[src/rtl/instr_fetch_unit_if.sv]
// -----------------------------------------------------------------------------
// instr_fetch_unit_if
// Bundles the instruction-memory read port, the decode-side valid/ready
// instruction handshake and the branch redirect input of the fetch unit.
//
// master : fetch unit side (drives imem_req/imem_addr and the instruction
//          outputs; receives imem_rdata, instr_ready, redirect, redirect_pc)
// slave  : memory + decode side (the mirror image)
//
// Signals
//   imem_req     read request this cycle
//   imem_addr    word-aligned byte address of the read
//   imem_rdata   read data, valid one cycle after an imem_req cycle
//   instr        head instruction (NOP word when nothing buffered)
//   instr_pc     byte address of instr (0 when nothing buffered)
//   instr_valid  instr/instr_pc carry a real instruction
//   instr_ready  decode accepts the head this cycle
//   redirect     taken branch / PC write
//   redirect_pc  new fetch address (low 2 bits ignored)
// -----------------------------------------------------------------------------
interface instr_fetch_unit_if #(
  parameter int unsigned ADDR_W = 32
);
  logic              imem_req;
  logic [ADDR_W-1:0] imem_addr;
  logic [31:0]       imem_rdata;
  logic [31:0]       instr;
  logic [ADDR_W-1:0] instr_pc;
  logic              instr_valid;
  logic              instr_ready;
  logic              redirect;
  logic [ADDR_W-1:0] redirect_pc;

  modport master (
    output imem_req,
    output imem_addr,
    input  imem_rdata,
    output instr,
    output instr_pc,
    output instr_valid,
    input  instr_ready,
    input  redirect,
    input  redirect_pc
  );

  modport slave (
    input  imem_req,
    input  imem_addr,
    output imem_rdata,
    input  instr,
    input  instr_pc,
    input  instr_valid,
    output instr_ready,
    output redirect,
    output redirect_pc
  );
endinterface

[src/rtl/instr_fetch_unit.sv]
// -----------------------------------------------------------------------------
// instr_fetch_unit
// Fetch/issue stage of the Filter-GPU core. Keeps the PC, issues reads to
// instruction memory and buffers returned words in a DEPTH-entry prefetch
// FIFO whose head is offered to decode over a valid/ready handshake. A taken
// branch (redirect) flushes the buffer, drops the in-flight response and
// restarts fetching at the new address.
//
// Ports
//   clk    clock, all state on the rising edge
//   rst_n  asynchronous reset, active low
//   bus    instr_fetch_unit_if.master (imem read port, instruction handshake,
//          redirect)
//
// Pipeline
//   p0 : request cycle (imem_req, imem_addr = pc)
//   p1 : response cycle (imem_rdata valid, pushed into the FIFO)
//   head of FIFO is visible on instr the cycle after the push
// -----------------------------------------------------------------------------
module instr_fetch_unit #(
  parameter int unsigned        ADDR_W   = 32,
  parameter int unsigned        DEPTH    = 4,
  parameter logic [ADDR_W-1:0]  RESET_PC = '0,
  parameter logic [31:0]        NOP_WORD = 32'hE1A00000
) (
  input  logic                clk,
  input  logic                rst_n,
  instr_fetch_unit_if.master  bus
);

  localparam int unsigned PTR_W = (DEPTH > 1) ? $clog2(DEPTH) : 1;
  localparam int unsigned CNT_W = PTR_W + 1;
  localparam logic [ADDR_W-1:0] START_PC = RESET_PC & ~ADDR_W'(3);

  typedef enum logic [1:0] {
    S_START = 2'd0,
    S_FETCH = 2'd1,
    S_HOLD  = 2'd2
  } state_t;

  state_t state, state_nxt;

  // control state
  logic [ADDR_W-1:0] pc;
  logic [PTR_W-1:0]  rd_ptr;
  logic [PTR_W-1:0]  wr_ptr;
  logic [CNT_W-1:0]  count;
  logic              vld_p1;     // a request was issued last cycle

  // data state (never reset; qualified by count / vld_p1)
  logic [ADDR_W-1:0] addr_p1;
  logic [31:0]       fifo_data [DEPTH];
  logic [ADDR_W-1:0] fifo_pc   [DEPTH];

  logic              head_vld;
  logic              pop;
  logic              push;
  logic              squash;
  logic              credit;
  logic              req_p0;
  logic [CNT_W:0]    occ_post;

  assign head_vld = (count != '0);
  assign pop      = head_vld & bus.instr_ready;

  // A redirect kills the response arriving in the same cycle: it belongs
  // to the old instruction stream.
  assign squash   = bus.redirect & vld_p1;
  assign push     = vld_p1 & ~squash;

  // Slots already promised: what stays after this cycle's pop plus the
  // response landing now. A new request is allowed only if a slot is left,
  // so a push can never hit a full FIFO.
  assign occ_post = {1'b0, count} + (CNT_W+1)'(vld_p1) - (CNT_W+1)'(pop);
  assign credit   = (occ_post < (CNT_W+1)'(DEPTH));

  always_comb begin
    state_nxt = state;
    req_p0    = 1'b0;
    case (state)
      S_START: state_nxt = S_FETCH;
      S_FETCH: begin
        if (credit) begin
          req_p0 = 1'b1;
        end else begin
          state_nxt = S_HOLD;
        end
      end
      S_HOLD: begin
        if (credit) begin
          state_nxt = S_FETCH;
        end
      end
      default: state_nxt = S_START;
    endcase
    // Redirect overrides everything: no request this cycle, restart next.
    if (bus.redirect) begin
      req_p0    = 1'b0;
      state_nxt = S_FETCH;
    end
  end

  // ---- p0 -> p1 boundary: request issue, PC advance, FIFO bookkeeping ----
  always_ff @(posedge clk or negedge rst_n) begin
    if (!rst_n) begin
      state  <= S_START;
      pc     <= START_PC;
      vld_p1 <= 1'b0;
      count  <= '0;
      rd_ptr <= '0;
      wr_ptr <= '0;
    end else begin
      state  <= state_nxt;
      vld_p1 <= req_p0;

      if (bus.redirect) begin
        pc <= bus.redirect_pc & ~ADDR_W'(3);
      end else if (req_p0) begin
        pc <= pc + ADDR_W'(4);
      end

      if (bus.redirect) begin
        count  <= '0;
        rd_ptr <= '0;
        wr_ptr <= '0;
      end else begin
        if (push && !pop) begin
          count <= count + CNT_W'(1);
        end else if (pop && !push) begin
          count <= count - CNT_W'(1);
        end
        if (pop) begin
          rd_ptr <= rd_ptr + PTR_W'(1);
        end
        if (push) begin
          wr_ptr <= wr_ptr + PTR_W'(1);
        end
      end
    end
  end

  // ---- p1 -> FIFO boundary: capture response word and its address ----
  always_ff @(posedge clk) begin
    addr_p1 <= pc;
    if (push) begin
      fifo_data[wr_ptr] <= bus.imem_rdata;
      fifo_pc[wr_ptr]   <= addr_p1;
    end
  end

  assign bus.imem_req    = req_p0;
  assign bus.imem_addr   = pc;
  assign bus.instr_valid = head_vld;
  assign bus.instr       = head_vld ? fifo_data[rd_ptr] : NOP_WORD;
  assign bus.instr_pc    = head_vld ? fifo_pc[rd_ptr]   : '0;

endmodule

[src/flat_wrapper.sv]
// flat-port wrapper written by rule: the top's interface ports become plain ports
module instr_fetch_unit_flat 
#(
  parameter int unsigned        ADDR_W   = 32,
  parameter int unsigned        DEPTH    = 4,
  parameter logic [ADDR_W-1:0]  RESET_PC = '0,
  parameter logic [31:0]        NOP_WORD = 32'hE1A00000
)
  (clk, rst_n, bus_imem_req, bus_imem_addr, bus_imem_rdata, bus_instr, bus_instr_pc, bus_instr_valid, bus_instr_ready, bus_redirect, bus_redirect_pc);
  instr_fetch_unit_if #(.ADDR_W(ADDR_W)) bus_i ();
  input  logic clk;
  input  logic rst_n;
  output wire logic [$bits(bus_i.imem_req)-1:0] bus_imem_req;
  output wire logic [$bits(bus_i.imem_addr)-1:0] bus_imem_addr;
  input wire logic [$bits(bus_i.imem_rdata)-1:0] bus_imem_rdata;
  output wire logic [$bits(bus_i.instr)-1:0] bus_instr;
  output wire logic [$bits(bus_i.instr_pc)-1:0] bus_instr_pc;
  output wire logic [$bits(bus_i.instr_valid)-1:0] bus_instr_valid;
  input wire logic [$bits(bus_i.instr_ready)-1:0] bus_instr_ready;
  input wire logic [$bits(bus_i.redirect)-1:0] bus_redirect;
  input wire logic [$bits(bus_i.redirect_pc)-1:0] bus_redirect_pc;
  assign bus_imem_req = bus_i.imem_req;
  assign bus_imem_addr = bus_i.imem_addr;
  assign bus_i.imem_rdata = bus_imem_rdata;
  assign bus_instr = bus_i.instr;
  assign bus_instr_pc = bus_i.instr_pc;
  assign bus_instr_valid = bus_i.instr_valid;
  assign bus_i.instr_ready = bus_instr_ready;
  assign bus_i.redirect = bus_redirect;
  assign bus_i.redirect_pc = bus_redirect_pc;
  instr_fetch_unit #(.ADDR_W(ADDR_W), .DEPTH(DEPTH), .RESET_PC(RESET_PC), .NOP_WORD(NOP_WORD)) u_core (.clk(clk), .rst_n(rst_n), .bus(bus_i));
endmodule
[config.mk]
export PLATFORM = sky130hd
export DESIGN_NAME = instr_fetch_unit_flat
export DESIGN_NICKNAME = d
export VERILOG_FILES = /design/src/rtl/instr_fetch_unit_if.sv /design/src/rtl/instr_fetch_unit.sv /design/src/flat_wrapper.sv
export SDC_FILE = /design/constraint.sdc
export NUM_CORES = 1
export LEC_CHECK = 0
export BUFFER_PORTS_ARGS = -buffer_cell sky130_fd_sc_hd__buf_2
export CAP_MARGIN = 0
export CELL_PAD_IN_SITES_DETAIL_PLACEMENT = 1
export CELL_PAD_IN_SITES_GLOBAL_PLACEMENT = 2
export CORE_MARGIN = 1
export CORE_UTILIZATION = 35
export CTS_BUF_LIST = sky130_fd_sc_hd__clkbuf_4 sky130_fd_sc_hd__clkbuf_8
export DETAILED_ROUTE_END_ITERATION = 12
export GPL_ROUTABILITY_DRIVEN = 0
export PLACE_DENSITY_LB_ADDON = 0.2
export SETUP_SLACK_MARGIN = 0.2
export SLEW_MARGIN = 20
export SYNTH_ARGS = -nofsm -noshare
export SYNTH_HDL_FRONTEND = slang
export SYNTH_SLANG_ARGS = --single-unit
[constraint.sdc]
create_clock -name clk -period 10.15 [get_ports clk]
set_input_delay 1.5225 -clock clk [delete_from_list [all_inputs] [get_ports clk]]
set_output_delay 1.5225 -clock clk [all_outputs]
set_load 0.03 [all_outputs]
==> results.sh <==
export IMPL_outcome="complete, no violations"
export IMPL_synth_edff_count=248
export IMPL_setup_tns_ns=0
export IMPL_dp_hpwl_um=16800
export IMPL_row_count=68
export IMPL_drt_pass1_iterations=4
export IMPL_min_path_cells=0
export IMPL_whs_endpoint="u_core.fifo_pc[1][25]"
export IMPL_htree_levels=2
export IMPL_drv_cap=0
export IMPL_max_freq_ghz=0.176
export IMPL_die_h_um=191
export IMPL_io_buffers=159
export IMPL_yosys_warnings=0
export IMPL_leakage_uw=0.00524
export IMPL_cts_buffer_depth=3
export IMPL_rsz0062_at_grt="no"
export IMPL_grtUsageTotal=0.162
export IMPL_nFillCells=3476
export IMPL_die_w_um=191
export IMPL_die_area_um2=36500
export IMPL_drive_gt1_frac=0.369
export IMPL_start_util=0.359
export IMPL_num_vias=6742
export IMPL_setup_violations=0
export IMPL_synth_cell_type_count=54
export IMPL_syn_inst=702
export IMPL_rr_startpoint="u_core.count[1]"
export IMPL_clock_skew_ns=0.0113
export IMPL_wl_per_cell_um=20.6
export IMPL_reg2reg_slack_ns=6.17
export IMPL_area_delta_synth_final_pct=19.3
export IMPL_drv_slew=0
export IMPL_seqCellArea_um2=9060
export IMPL_worstHoldStart="u_core.addr_p1[25]"
export IMPL_path_clk_slew_ns=0.06
export IMPL_cts_num_sinks=318
export IMPL_regToRegEndpoint="u_core.bus.imem_addr[26]"
export IMPL_grt_pass1_wl_um=44300
export IMPL_hold_class="register to register"
export IMPL_cp_required_ns=8.63
export IMPL_ys_ff_latch=318
export IMPL_critPathLaunchType="primary input"
export IMPL_synth_async_reset_ratio=0.126
export IMPL_cts_resized_gates=0
export IMPL_rr_worst_depth=10
export IMPL_hold_worst_slack_ns=0.474
export IMPL_syn_area_um2=12500
export IMPL_crit_path_end_kind="output port"
export IMPL_finalCriticalPeriod_ns=5.67
export IMPL_fp_coreArea_um2=34800
export IMPL_clk_latency_ns=0.59
export IMPL_finalHoldViolCount=0
export IMPL_grt_remaining_overflow=0
export IMPL_postSynthAreaPerCell_um2=17.8
export IMPL_relSlewSlack=0.291
export IMPL_final_antenna_net_count=0
export IMPL_powerDensity_nw_per_um2=266
export IMPL_critPathKind="primary input to output port"
export IMPL_tightest_slew_ns=1.06
export IMPL_worstPathMaxFanout=15
export IMPL_top_level_ports=166
export IMPL_drc=0
export IMPL_cp_arrival_ns=4.15
export IMPL_fin_nets=965
export IMPL_grt_max_degree=64
export IMPL_timing_final_crit_share=0.558
export IMPL_cts_setup_buffers=0
export IMPL_antenna_found_initial=0
export IMPL_antenna_cells=0
export IMPL_seq_area_frac_synth=0.724
export IMPL_cts_root_buf="clkbuf_8"
export IMPL_first_iter_violations=405
export IMPL_cts_made_buffers=56
export IMPL_yosys_most_used_dff="edfxtp_1"
export IMPL_wirelength_um=28500
export IMPL_multi_input_comb_area_um2=3260
export IMPL_viasPerCell=4.86
export IMPL_vdd_drop_max_mv=0.140
export IMPL_grt_pass1_vias=7565
export IMPL_cts_hold_buf=0
export IMPL_cts_tree="yes"
-- cells by family (layout without fill, tap and decap cells) --
| family | count (synthesis) | count (layout) | synth area share |
|---|---|---|---|
| compound gates | 55 | 55 | 0.0324 |
| xor+xnor | 31 | 31 | 0.0217 |
| fa+ha+maj | 10 | 10 | 0.0104 |
| buf+inv | 51 | 278 | 0.0175 |
| flops | 318 | 318 | 0.724 |
| mux | 72 | 72 | 0.120 |
| other cells | 1 | 4 | 0.000300 |
| simple gates | 164 | 164 | 0.0731 |
-- layout by cell type, fill, tap and decap left out, types with 4 or more instances in the layout --
master	n
clkinv_1	13
nand4_1	5
a21oi_1	7
buf_2	158
nor2b_1	60
mux4_2	62
inv_1	12
o21ai_1	10
xor2_1	15
nand3_1	4
xnor2_1	16
buf_4	5
o2111ai_1	6
dfxtp_1	30
dfrtp_1	38
clkbuf_4	13
mux2_2	7
clkinv_2	9
or2_2	6
and3_1	4
nand2_1	36
and2_1	4
conb_1	4
clkbuf_8	62
ha_1	8
nor2_1	16
a2111oi_2	4
edfxtp_1	248
o21ai_0	11
nor3_1	4
nor4_1	4
and2_4	4
-- worst max-delay path: stages --
cell	delay, ns
buf_2	0.11
o31ai_1	0.19
inv_1	0.14
ha_1	0.22
inv_1	0.06
ha_1	0.21
and3b_1	0.21
or4_1	0.92
a21oi_1	0.32
buf_2	0.24
-- cells in the mapped netlist (2+ instances only) --
cell / number / area (µm²)
and2_1: 8 / 50.1
mux2_2: 7 / 78.8
xnor2_1: 16 / 140
or3_1: 3 / 18.8
nor3_1: 5 / 25.0
and4_1: 3 / 26.3
o2111ai_1: 6 / 52.6
buf_2: 10 / 50.1
buf_1: 2 / 7.51
o21ai_1: 10 / 50.1
a2111oi_2: 4 / 60.1
a21oi_1: 7 / 35.0
nand3b_1: 2 / 15.0
dfrtp_1: 40 / 1000
a211oi_2: 2 / 25.0
dfxtp_1: 30 / 601
mux4_2: 62 / 1400
nand3_1: 4 / 20.0
nand4_1: 5 / 31.3
nor2_1: 16 / 60.1
ha_1: 8 / 100
nor4_1: 5 / 31.3
and3_1: 4 / 25.0
nand2_1: 36 / 135
inv_1: 12 / 45.0
or4_1: 2 / 15.0
clkbuf_1: 23 / 86.3
nor2b_1: 60 / 375
xor2_1: 15 / 131
edfxtp_1: 248 / 7450
o21ai_0: 11 / 55.1
or2_2: 6 / 37.5
buf_4: 4 / 30.0
o211ai_1: 2 / 15.0
a31oi_1: 3 / 18.8
mux2i_1: 3 / 30.0
-- cell type report --
type / instances / share of cell area
sequential: 318 / 0.607
tap: 455 / 0.0382
multi-input combinational: 336 / 0.219
inverter: 12 / 0.00302
timing repair buffer: 164 / 0.0569
clock buffer: 75 / 0.0638
clock inverter: 27 / 0.0119
-- stage by stage --
step	instances	cell area, µm²	utilization	power (µW)	worst slack, ns
after floorplan	705	12500	-	2480	4.83
after global placement	1284	13800	0.395	2830	4.47
after detailed placement	1284	13800	0.395	2850	4.45
after CTS	1386	14900	0.428	4050	4.44
after global routing	1387	14900	0.428	4180	4.27
final	1387	14900	0.428	3970	4.48
-- power breakdown --
part / total (µW) / internal [µW] / switching (µW) / leakage (µW)
combinational: 1160 / 423 / 736 / 0.00167
clock: 1180 / 659 / 518 / 0.000594
sequential: 1630 / 1510 / 118 / 0.00298
total: 3970 / 2590 / 1370 / 0.00524
-- per-layer routing --
layer | GRT usage | wire length [µm] | up-vias
met3 | 0.0316 | 1350 | 48
met5 | 0 | 0 | -
li1 | - | - | 3090
met4 | 0.0514 | 563 | 0
met2 | 0.270 | 14000 | 180
met1 | 0.211 | 12600 | 3424
-- state kept, by name (all words and copies together) (netlist names) --
signal,flops
u_core.wr_ptr,2
u_core.state,2
u_core.count,3
u_core.bus.imem_addr,30
u_core.vld_p1,1
u_core.addr_p1,30
u_core.rd_ptr,2
u_core.fifo_pc,120
u_core.fifo_data,128
-- worst max path at each step --
stage,from,to,slack [ns]
after floorplan,bus_instr_ready,bus_imem_req,4.83
after CTS,bus_instr_ready,bus_imem_req,4.44
final,bus_instr_ready,bus_imem_req,4.48
after global placement,bus_instr_ready,bus_imem_req,4.47
after global routing,u_core.count[1],bus_imem_req,4.27
after detailed placement,bus_instr_ready,bus_imem_req,4.45
Note: power is estimated with default switching activity, not from simulation.
